$ cat config.mk
export PLATFORM = sky130hd
export DESIGN_NAME = mdio_master
export DESIGN_NICKNAME = d
export VERILOG_FILES = /design/src/rtl/mdio_master.sv
export SDC_FILE = /design/constraint.sdc
export NUM_CORES = 1
export LEC_CHECK = 0
export ABC_AREA = 1
export CAP_MARGIN = 20
export CORE_MARGIN = 3
export CORE_UTILIZATION = 45
export CTS_BUF_LIST = sky130_fd_sc_hd__clkbuf_16
export DETAILED_ROUTE_END_ITERATION = 16
export GPL_ROUTABILITY_DRIVEN = 0
export PLACE_DENSITY = 0.75
export SYNTH_ARGS = -nofsm -noshare
export SYNTH_HDL_FRONTEND = slang
export SYNTH_SLANG_ARGS = --single-unit
$ cat constraint.sdc
create_clock -name clk -period 2.7 [get_ports clk]
set_clock_uncertainty 0.15 [all_clocks]
set_input_delay 0.81 -clock clk [delete_from_list [all_inputs] [get_ports clk]]
set_output_delay 0.81 -clock clk [all_outputs]
set_load 0.005 [all_outputs]
$ cat src/rtl/mdio_master.sv
// Clause-22 MDIO/MDC master: serialises one register read or write frame per
// request, releases the bus for read turnaround and returns the sampled data.
module mdio_master #(
    parameter int CLK_DIV     = 25,
    parameter bit PREAMBLE_EN = 1'b1
) (
    input  logic        clk,
    input  logic        rst,
    input  logic        req_valid,
    output logic        req_ready,
    input  logic        req_write,
    input  logic [4:0]  req_phy_addr,
    input  logic [4:0]  req_reg_addr,
    input  logic [15:0] req_wdata,
    output logic        rsp_valid,
    output logic [15:0] rsp_rdata,
    output logic        rsp_err,
    output logic        busy,
    output logic        mdc,
    output logic        mdio_o,
    output logic        mdio_t,
    input  logic        mdio_i
);

    localparam int N     = PREAMBLE_EN ? 64 : 32;
    localparam int DIV_W = $clog2(2 * CLK_DIV);
    localparam int BIT_W = 6;

    typedef enum logic [1:0] {IDLE, SHIFT, DONE} state_t;

    state_t            state, state_nxt;
    logic [DIV_W-1:0]  div_cnt;
    logic [BIT_W-1:0]  bit_cnt;
    logic [N-1:0]      frame_sh;
    logic [63:0]       frame_full;
    logic [15:0]       rd_sh;
    logic              is_read;
    logic              ta_err;
    logic              accept;
    logic              mid_bit;
    logic              end_bit;
    logic              last_bit;

    // Read frames carry ones in TA/DATA so the idle level sits on mdio_o while released.
    function automatic logic [63:0] build_frame(input logic wr, input logic [4:0] phy,
                                                input logic [4:0] reg_a, input logic [15:0] wd);
        build_frame = {32'hFFFF_FFFF, 2'b01, (wr ? 2'b01 : 2'b10), phy, reg_a,
                       (wr ? 2'b10 : 2'b11), (wr ? wd : 16'hFFFF)};
    endfunction

    assign frame_full = build_frame(req_write, req_phy_addr, req_reg_addr, req_wdata);
    assign accept     = (state == IDLE) && req_valid;
    assign mid_bit    = (state == SHIFT) && (div_cnt == DIV_W'(CLK_DIV - 1));
    assign end_bit    = (state == SHIFT) && (div_cnt == DIV_W'(2 * CLK_DIV - 1));
    assign last_bit   = end_bit && (bit_cnt == BIT_W'(N - 1));
    assign req_ready  = (state == IDLE);
    assign busy       = (state != IDLE);

    always_ff @(posedge clk) begin
        if (rst) state <= IDLE;
        else     state <= state_nxt;
    end

    always_comb begin
        state_nxt = state;
        case (state)
            IDLE:    if (req_valid) state_nxt = SHIFT;
            SHIFT:   if (last_bit)  state_nxt = DONE;
            DONE:    state_nxt = IDLE;
            default: state_nxt = IDLE;
        endcase
    end

    // Bus timing: bits launch on mdc falling edges, mdio_i is sampled on rising edges.
    always_ff @(posedge clk) begin
        if (rst) begin
            div_cnt   <= '0;
            bit_cnt   <= '0;
            mdc       <= 1'b0;
            mdio_o    <= 1'b1;
            mdio_t    <= 1'b1;
            rsp_valid <= 1'b0;
            rsp_err   <= 1'b0;
            rsp_rdata <= 16'h0000;
            is_read   <= 1'b0;
            ta_err    <= 1'b0;
        end else begin
            rsp_valid <= 1'b0;
            if (accept) begin
                div_cnt <= '0;
                bit_cnt <= '0;
                is_read <= ~req_write;
                ta_err  <= 1'b0;
                mdio_o  <= frame_full[N-1];
                mdio_t  <= 1'b0;
            end else if (state == SHIFT) begin
                if (end_bit) begin
                    div_cnt <= '0;
                    mdc     <= 1'b0;
                    if (last_bit) begin
                        bit_cnt   <= '0;
                        mdio_o    <= 1'b1;
                        mdio_t    <= 1'b1;
                        rsp_valid <= 1'b1;
                        rsp_err   <= is_read & ta_err;
                        if (is_read) rsp_rdata <= rd_sh;
                    end else begin
                        bit_cnt <= bit_cnt + 1'b1;
                        mdio_o  <= frame_sh[N-2];
                        mdio_t  <= is_read && (bit_cnt >= BIT_W'(N - 19));
                    end
                end else begin
                    div_cnt <= div_cnt + 1'b1;
                    if (mid_bit) begin
                        mdc <= 1'b1;
                        if (bit_cnt == BIT_W'(N - 17)) ta_err <= mdio_i;
                    end
                end
            end
        end
    end

    // The last 16 mid-bit samples of a frame are the read data.
    always_ff @(posedge clk) begin
        if (accept)       frame_sh <= frame_full[N-1:0];
        else if (end_bit) frame_sh <= {frame_sh[N-2:0], 1'b1};
        if (mid_bit)      rd_sh    <= {rd_sh[14:0], mdio_i};
    end

endmodule

==> impl_metrics.json <==
{
  "status": "complete, no violations",
  "drv_cap": 0,
  "num-nets-final": 626,
  "fin_area_um2": 6030,
  "hold_end": "frame_sh[30]$_SDFFE_PP1N_",
  "placed_cells": 703,
  "wirelength_um": 9200,
  "ctsResizeCount": 0,
  "drt_iter0_markers": 258,
  "avgSynthCellArea_um2": 8.92,
  "crit_chain": "nor2_2 > clkdlybuf4s50_1",
  "p_per_area_nw_per_um2": 753,
  "worstHoldPathType": "register to register",
  "ant_nets": 0,
  "antenna_found_initial": 0,
  "postCtsSetupRepairBufs": 0,
  "root_buffer": "clkbuf_16",
  "drc": 0,
  "setup_viol": 0,
  "crit_type": "register to output pin",
  "max_slew.worst_pin.slew_ps": 595,
  "synth-main-ff-cell": "dfxtp_1",
  "reg2reg_depth": 8,
  "fin_crit_sh_pct": 88.7,
  "place_area_um2": 5380,
  "drive_gt1_share_pct": 9.63,
  "cp.required_ps": 1740,
  "ys_top_cells_by_area": "dfxtp_1 (30%), edfxtp_1 (29%), nand2_1 (12%)",
  "cts_tree": "built",
  "die-area_um2": 11700,
  "cp_top_family": "buffers and inverters",
  "syn_area_um2": 4710,
  "grt_max_degree": 41,
  "synth_top_area_share_pct": 29.7,
  "critical_path_depth": 2,
  "yosysTopAreaCell": "dfxtp_1",
  "cts_max_level": 4,
  "fp.dieW_um": 108,
  "antenna_cells": 0,
  "hold_viol_final": 0,
  "multiInputGateArea_um2": 1490,
  "endpoint_kind": "output pin",
  "place_ws_ps": 272,
  "initial_core_util_pct": 47.3,
  "grt_pass1_wl_um": 15900,
  "hold_buffers": 0,
  "hp-start": "frame_sh[29]$_DFFE_PP_",
  "r2r_slack_ps": 690,
  "hpwlAfterDp_um": 5880,
  "worst_path_max_delay_cell": "clkdlybuf4s50_1",
  "cpPeakStageDelay_ps": 520,
  "path_buf_inv": 1,
  "peakVddDrop_mv": 0.381,
  "report.final.slew_viol_count": 0,
  "clk_latency_ps": 400,
  "fin_setup_tns_ps": 0,
  "fin_total_pwr_w": 0.00454,
  "vias_per_cell": 4.77,
  "period_needed_ps": 2390,
  "grtUsageTotal_pct": 17.3,
  "synth.distinct_cells": 31,
  "rr_endpoint": "frame_sh[48]$_SDFFE_PP1N_",
  "rows": 36,
  "setup_ws_ps": 306,
  "first_pass_iters": 5,
  "worst-endpoint-arrival_ps": 1430,
  "startpoint": "state[1]$_SDFFE_PP0P_",
  "critPathLaunchType": "register",
  "ys_seq_area_share_pct": 59.1,
  "async_flop_share_pct": 0,
  "rsz0062_at_grt": "false",
  "wl_per_cell_um": 12.5,
  "slew_headroom_pct": 60.3,
  "overflow": 0,
  "power.leakage_nw": 2.60,
  "cts_buffers": 17,
  "syn_nets": 565,
  "first_global_vias": 3433,
  "whs_path_depth": 2,
  "yosys_warnings": 0,
  "fill_cells": 820,
  "cts.sinks": 116,
  "clock_path_buffers": 2,
  "fmax_mhz": 418,
  "path_clk_slew_ps": 50,
  "crit_fanout": 3,
  "area_delta_synth_final_pct": 28.0,
  "core-area_um2": 9950,
  "rr_startpoint": "div_cnt[1]$_SDFFE_PP0N_",
  "synthCells": 528,
  "io_buffers": 53,
  "synth_edf_count": 46,
  "synth-seq-cells": 116,
  "die_y_um": 108,
  "seq_area_um2": 2780,
  "vias": 3505,
  "final_cells": 735,
  "io_pins": 54
}
==> worst min-delay path: stages, from the launching register on <==
cell	delay (ps)
edfxtp_1	320
nand2_1	50
nand3_1	50
==> through the flow <==
| stage | hold WS (ps) | utilization [%] |
|---|---|---|
| after floorplan | 272 | - |
| after global placement | 285 | 54.0 |
| after detailed placement | 283 | 54.0 |
| after CTS | 302 | 60.6 |
| after global routing | 315 | 60.6 |
| final | 301 | 60.6 |
==> logic make-up after synthesis <==
kind of cell,share of synthesized area (%)
AND/OR/NAND/NOR,23.7
flip-flops,59.1
buffers and inverters,9.29
AO/OA/AOI/OAI,5.97
adder cells (fa/ha/maj),1.59
XOR/XNOR,0.372
==> layer usage <==
| layer | routed length [um] | vias up | share of wire, % | GRT usage (%) |
|---|---|---|---|---|
| li1 | - | 1804 | - | - |
| met1 | 4230 | 1623 | 46 | 21.7 |
| met5 | 0 | - | 0 | 0 |
| met3 | 399 | 8 | 4.3 | 4.48 |
| met4 | 97 | 0 | 1.1 | 6.94 |
| met2 | 4480 | 70 | 49 | 28.7 |
==> sequential cells by signal, summed over array words and instances (netlist names) <==
name	flops
rd_sh	16
div_cnt	6
rsp_valid	1
mdio_t	1
ta_err	1
frame_sh	63
state	2
mdio_o	1
rsp_rdata	16
is_read	1
mdc	1
rsp_err	1
bit_cnt	6
==> final cells by class <==
class	instances	area share (%)
Clock buffer	17	7.05
Clock inverter	15	3.76
Inverter	86	5.44
Multi-Input combinational cell	306	24.7
Sequential cell	116	46.1
Tap cell	133	2.76
Timing Repair Buffer	62	10.1
==> cell usage after synthesis, types with 2 or more instances <==
cell type and n:
nor3_1 5, inv_1 80, nor2_1 43, buf_4 4, nand2_1 146, ha_1 6, o21ai_0 5, edfxtp_1 46
nand3_1 46, or2_2 2, buf_2 10, inv_2 4, o22a_1 15, xor2_1 2, nand2_2 2, nor2_4 2
clkbuf_1 5, a21oi_1 10, dfxtp_1 70, nand4_1 3, a22oi_1 9, nor2_2 4
==> power by group <==
part	leakage [nW]	switching, W	internal [W]
logic	1.30	0.000111	0.0000957
clock network	0.320	0.000806	0.00164
registers	0.989	0.0000133	0.00187
==> worst max-delay path by stage <==
stage                                end  slack (ps)
3_5_place_dp      frame_sh[26]$_DFFE_PP_         270
5_1_grt                        req_ready         210
6_report                       req_ready         310
3_3_place_gp      frame_sh[22]$_DFFE_PP_         300
4_1_cts                        req_ready         270
2_1_floorplan  frame_sh[0]$_SDFFCE_PN1P_         480
==> cell usage in the layout (no fill, tap or decap), types with 10 or more instances in the layout <==
| cell type | count |
|---|---|
| clkdlybuf4s50_1 | 53 |
| a21oi_1 | 10 |
| edfxtp_1 | 46 |
| nand3_1 | 46 |
| o22a_1 | 15 |
| dfxtp_1 | 70 |
| inv_1 | 81 |
| nand2_1 | 146 |
| clkbuf_16 | 17 |
| nor2_1 | 43 |
(Power assumes the default switching activity.)
